$ cat src/rtl/exc_return_ctrl.sv
// Return-from-exception sequencer: owns the supervisor/user mode bit, drains the
// pipeline on RFE, strobes the PC reload from the saved IAR and drops to user mode.
module exc_return_ctrl #(
    parameter int unsigned DRAIN_CYCLES = 3,
    parameter logic        RESET_MODE   = 1'b0
) (
    input  logic        clk,
    input  logic        reset,
    input  logic        rfe_valid,
    input  logic        exception,
    input  logic [31:0] iar_in,
    output logic        s_u,
    output logic        busy,
    output logic        flush,
    output logic        pc_load,
    output logic [31:0] pc_target,
    output logic        rfe_illegal,
    output logic        rfe_misalign
);

    typedef enum logic [1:0] {
        IDLE  = 2'd0,
        DRAIN = 2'd1,
        LOAD  = 2'd2
    } state_t;

    localparam logic [3:0] CNT_INIT = 4'(DRAIN_CYCLES - 1);

    state_t      state;
    state_t      state_next;
    logic [3:0]  cnt;
    logic [3:0]  cnt_next;
    logic        s_u_next;
    logic        illegal_next;
    logic        misalign_next;
    logic [31:0] target_next;

    always_ff @(posedge clk) begin
        if (!reset) begin
            state        <= IDLE;
            cnt          <= 4'd0;
            s_u          <= RESET_MODE;
            pc_target    <= 32'h0;
            rfe_illegal  <= 1'b0;
            rfe_misalign <= 1'b0;
        end else begin
            state        <= state_next;
            cnt          <= cnt_next;
            s_u          <= s_u_next;
            pc_target    <= target_next;
            rfe_illegal  <= illegal_next;
            rfe_misalign <= misalign_next;
        end
    end

    // Exception is the entry event, so it outranks RFE and aborts any sequence.
    always_comb begin
        state_next    = state;
        cnt_next      = cnt;
        s_u_next      = s_u;
        illegal_next  = 1'b0;
        misalign_next = 1'b0;
        target_next   = pc_target;
        case (state)
            IDLE: begin
                if (exception) begin
                    s_u_next = 1'b0;
                end else if (rfe_valid) begin
                    if (s_u) begin
                        illegal_next = 1'b1;
                    end else begin
                        target_next   = {iar_in[31:2], 2'b00};
                        misalign_next = |iar_in[1:0];
                        cnt_next      = CNT_INIT;
                        state_next    = DRAIN;
                    end
                end
            end
            DRAIN: begin
                if (exception) begin
                    s_u_next   = 1'b0;
                    cnt_next   = 4'd0;
                    state_next = IDLE;
                end else if (cnt == 4'd0) begin
                    state_next = LOAD;
                end else begin
                    cnt_next = cnt - 4'd1;
                end
            end
            LOAD: begin
                s_u_next   = !exception;
                state_next = IDLE;
            end
            default: begin
                state_next = IDLE;
            end
        endcase
    end

    assign busy    = (state != IDLE);
    assign flush   = (state != IDLE);
    // A concurrent exception must not let the return address reach the PC.
    assign pc_load = (state == LOAD) && !exception;

endmodule

$ cat config.mk
export PLATFORM = sky130hd
export DESIGN_NAME = exc_return_ctrl
export DESIGN_NICKNAME = d
export VERILOG_FILES = /design/src/rtl/exc_return_ctrl.sv
export SDC_FILE = /design/constraint.sdc
export NUM_CORES = 1
export LEC_CHECK = 0
export ABC_CLOCK_PERIOD_IN_PS = 2400
export BUFFER_PORTS_ARGS = -buffer_cell sky130_fd_sc_hd__buf_2
export CORE_MARGIN = 2
export CORE_UTILIZATION = 50
export CTS_BUF_LIST = sky130_fd_sc_hd__clkbuf_16
export DETAILED_ROUTE_END_ITERATION = 10
export PLACE_DENSITY = 0.84
export REMOVE_ABC_BUFFERS = 1
export SLEW_MARGIN = 20
export SYNTH_ARGS = -nofsm -noshare
export SYNTH_HDL_FRONTEND = slang
export SYNTH_SLANG_ARGS = --single-unit
$ cat constraint.sdc
create_clock -name clk -period 2.4 [get_ports clk]
set_input_delay 0.24 -clock clk [delete_from_list [all_inputs] [get_ports clk]]
set_output_delay 0.24 -clock clk [all_outputs]
set_load 0.005 [all_outputs]
[Yosys cells after proc, flatten, opt, wreduce, memory -nomap -nowiden]
Cells that the tools add are included.
Storage, ports and cells
  latch bits: 0
  bits of input ports: 36
  word-level logic and storage cells: 50
  bits in registers: 39
  RAM bits: 0
  memories kept: 0
  bits in read-only memories: 0
  output and inout bits: 38
Cells by class
  div/mod/pow operators: 0
  order comparisons: 0
  reduce and logical (&&, ||, !) cells: 15
  $mul: 0
  multiplexer cells: 15
  $add $sub $neg: 1
  equal/unequal tests: 8
  shifts and indexed selects: 0
  bitwise logic cells: 5
Operator list (number)
  4-bit 2-to-1 mux: 5
  2-bit 2-to-1 mux: 5
  4-bit one-hot mux with 2 select lines: 1
  4-bit AND reduction: 2
  2-bit != test, second input constant: 3
  3-bit != test, second input constant: 2
  2-bit nonzero test: 3
  1-bit NOT: 5
  5-bit AND reduction: 1
  5-bit OR reduction: 1
  4-bit logical NOT: 1
  2-bit one-hot mux with 2 select lines: 1
  2-bit OR reduction: 2
  4-bit OR reduction: 1
  4-bit by 1-bit subtractor with 4-bit output, second input constant: 1
  2-bit by 1-bit equality test with 1-bit output, second input constant: 1
  2-bit equality test, second input constant: 1
  2-bit logical NOT: 1
  1-bit 2-to-1 mux: 2
  2-bit by 1-bit != test with 1-bit output, second input constant: 1
  1-bit one-hot mux with 2 select lines: 1
  2-bit AND reduction: 1
  1-bit logical AND: 1
  1-bit logical NOT: 1

[Longest topological paths before layout]
  word-level depth: 4
  mapped depth: 6
  gate-level depth less buffers: 5

[Worst setup path before layout]
No wires, ideal clock.
  path type: register -> register
  start point: register cnt[0]
  end point: register cnt[1]
  clock period less this slack: 1.565 ns
  path slack: 0.835 ns
  cell stages (with the launch flop): 7
  arrival time: 1.443 ns
  data required time: 2.278 ns
  setup time: 0.122 ns
  path through: dfxtp_1 > inv_1 > ha_1 > or3b_1 > clkbuf_1 > o21a_1 > o311a_1
On the way
  cells in the longest elaborated chain, start to end: 4
RTL lines
  from (decl): RTL line 31  | logic [3:0] cnt;
  from (signal assigned): RTL line 48  | cnt <= cnt_next;
  4-bit by 1-bit subtractor with 4-bit output: RTL line 87  | cnt_next = cnt - 4'd1;
  4-bit 2-to-1 mux: RTL line 84  | end else if (cnt == 4'd0) begin
  4-bit 2-to-1 mux: RTL line 80  | if (exception) begin
  4-bit one-hot mux with 2 select lines: RTL line 64  | case (state)
Parallel ways exist; a longest one is shown, timed or not. The select of a mux whose other input is x is not followed.
A chain may end at the register's enable or synchronous reset.

[Worst setup path in the final report]
  start point: register state[0]
  end point: register pc_target[10]
On the way
  cells in the longest elaborated chain, start to end: 2
RTL lines
  from (decl): RTL line 29  | state_t state;
  from (signal assigned): RTL line 47  | state <= state_next;
  2-bit logical NOT: RTL line 64
  4-bit AND reduction (no source line)
  to (signal assigned): RTL line 50  | pc_target <= target_next;
  to (decl): RTL line 16  | output logic [31:0] pc_target,
Every way passes these cells.

==> impl_metrics.py <==
metrics = {
    "worst_setup_path": {
        "r2r_cells": 4,
        "ff2ff_setup_slack_ns": 0.74,
        "crit_type": "reg -> reg",
        "critPathCaptureType": "register",
        "crit_fanout": 11,
        "rr_startpoint": "state[0]",
        "r2r_end": "pc_target[10]",
        "cp.required_ns": 2.61,
        "arrival_ns": 1.87,
        "critPathLaunchType": "register",
    },
    "grt": {
        "grt_pass1_vias": 1353,
        "grt_max_degree": 34,
        "grt_pass1_wl_mm": 6.01,
        "grt_usage_pct": 21.2,
        "grt-ovfl-total": 0,
        "antenna_found_initial": 0,
    },
    "clocking": {
        "cts_buffer_depth": 2,
        "cts_root_buffer": "clkbuf_16",
        "h-tree-depth": 2,
        "hold_buffers": 0,
        "numCtsBuffers": 5,
        "clock_sinks": 39,
        "cts_tree": "built",
        "clk_latency_ns": 0.28,
        "path_clk_slew_ns": 0.05,
        "cts_setup_buffers": 0,
        "cts_resized": 0,
    },
    "sta": {
        "drv_slew": 0,
        "finalSetupTns_ns": 0,
        "finClkSkew_ns": 0.00196,
        "slew_headroom_pct": 39.4,
        "rsz0062_at_grt": "false",
        "hold_viol": 0,
        "fin_crit_sh_pct": 69.1,
        "tightest_slew_ns": 0.909,
        "min_period_ns": 1.66,
        "setup_viol": 0,
        "fmax_mhz": 603,
    },
    "power_and_ir_drop": {
        "power.total_mw": 1.47,
        "ir_drop_mv": 0.293,
        "powerDensity_nw_per_um2": 682,
        "leakage_nw": 0.951,
    },
    "die": {
        "io_pins": 74,
        "die_w_microns": 61.9,
        "dieArea_sq_um": 3830,
        "die-height_microns": 61.9,
        "start_util_pct": 51.0,
        "core-area_sq_um": 3280,
        "row_count": 21,
    },
    "status": {
        "status": "completed",
    },
    "placement": {
        "io_buffers": 71,
        "placed_area_sq_um": 2020,
        "dpl.hpwl_mm": 2.71,
        "gp_congestion": 0.852,
        "dp_cells": 297,
    },
    "synthesis": {
        "netlist.area_leader.share_pct": 46.6,
        "synth_top_cell_by_area": "dfxtp_1",
        "synthArstFlopShare_pct": 0,
        "ys.flop_type": "dfxtp_1",
        "ys_types": 36,
        "synth_area_sq_um": 1680,
        "syn_inst": 195,
        "yosysMostFrequentCell": "dfxtp_1",
        "yosysWarningCount": 0,
        "synth_seq_area_share_pct": 46.6,
        "ys_ff_latch": 39,
        "syn_avg_cell_area_sq_um": 8.60,
        "netlist_top_cells_count": "dfxtp_1 (39), nand3_1 (33), a21oi_1 (31), o21ai_1 (27), clkbuf_1 (11)",
        "synth_enable_flop_cells": 0,
        "synthTopCellsByArea": "dfxtp_1 (47%), nand3_1 (9.9%), a21oi_1 (9.3%), o21ai_1 (8.1%), buf_6 (2.7%)",
    },
    "detailed_routing": {
        "dr.pass1.iters": 6,
        "via_per_inst": 5.39,
        "drc_errors": 0,
        "antenna_left": 0,
        "drt-total-wl_mm": 4.09,
        "drt-wirelength-per-cell_microns": 13.4,
        "vias": 1645,
        "drtIter0Drc": 124,
    },
    "worst_hold_path": {
        "hold_path_end": "pc_target[2]",
        "holdPathStages": 3,
        "holdCritPathClass": "in -> reg",
        "worstHoldStart": "iar_in[2]",
    },
    "final_layout": {
        "layout.area.seq_sq_um": 781,
        "final_nets": 296,
        "drive_above_1_share_pct": 34.4,
        "multi_input_area_sq_um": 769,
        "fin_util_pct": 65.5,
        "final_cells": 305,
        "stdcell_area_sq_um": 2150,
        "area_growth_syn_to_layout_pct": 28.4,
        "diodes": 0,
        "fillers": 277,
    },
    "flow_run": {
        "drv_cap": 0,
    },
}
power breakdown:
part	internal (mW)	switching, mW	leakage, nW
combinational	0.0762	0.0854	0.563
clock	0.373	0.242	0.0701
sequential	0.676	0.0156	0.318
total	1.13	0.343	0.951
cell usage in the layout (no fill, tap or decap), drive strengths merged, types with 2 or more instances in the layout:
cell type,Yosys,final
nor2,3,3
or4b,2,2
nand2b,2,2
nand2,2,2
nand3b,2,2
inv,4,5
clkbuf,11,5
o21a,3,3
nand3,33,33
clkinv,0,2
dfxtp,39,39
a21oi,31,31
nor3b,2,2
nand4,2,2
conb,1,2
o21ai,32,32
ha,2,2
nor3,3,3
buf,10,76
final cells by class:
class | instances | share of cell area (%)
Multi-Input combinational cell | 132 | 35.8
Inverter | 4 | 0.698
Clock buffer | 5 | 5.81
Tap cell | 46 | 2.67
Sequential cell | 39 | 36.3
Clock inverter | 3 | 0.523
Timing Repair Buffer | 76 | 18.3
worst max path at each step:
| stage | startpoint | to | cells after the start | slack [ns] |
|---|---|---|---|---|
| 6_report | state[0] | pc_target[10] | 4 | 0.74 |
| 5_1_grt | state[0] | pc_target[5] | 4 | 0.64 |
| 4_1_cts | state[0] | pc_target[10] | 4 | 0.74 |
| 3_5_place_dp | state[0] | pc_target[10] | 4 | 0.76 |
| 3_3_place_gp | state[0] | pc_target[26] | 4 | 0.82 |
| 2_1_floorplan | state[0] | pc_target[10] | 3 | 0.29 |
sequential cells by signal, summed over array words and instances (netlist names):
| name | flops |
|---|---|
| rfe_illegal | 1 |
| s_u | 1 |
| pc_target | 30 |
| cnt | 4 |
| rfe_misalign | 1 |
| state | 2 |
worst max-delay path: stages (launching register included):
cell     delay [ns]
dfxtp_1        0.40
nor4b_4        0.63
buf_4          0.28
nand3_1        0.09
a21oi_1        0.18
metal layers:
layer / wire length [microns] / global-route usage, % / share of wire, % / vias to the layer above
li1: - / - / - / 821
met1: 1830 / 25.7 / 45 / 752
met2: 1890 / 34.9 / 46 / 65
met3: 314 / 7.04 / 7.7 / 7
met4: 56 / 7.90 / 1.4 / 0
met5: 0 / 0 / 0 / -
stage by stage:
step                hold WS (ns)  setup slack, ns
finish                     0.210            0.740
global route               0.226            0.636
CTS                        0.206            0.735
detailed placement         0.452            0.758
global placement           0.455            0.816
floorplan                  0.319            0.288
cell families (layout without fill, tap and decap cells):
group	after synthesis	count (layout)	share of synthesized area, %
AO/OA/AOI/OAI	69	69	21.9
adder cells (fa/ha/maj)	2	2	1.49
buffers and inverters	25	88	8.28
flip-flops	39	39	46.6
other	1	2	0.224
AND/OR/NAND/NOR	59	59	21.5
Note: power is estimated with default switching activity, not from simulation.
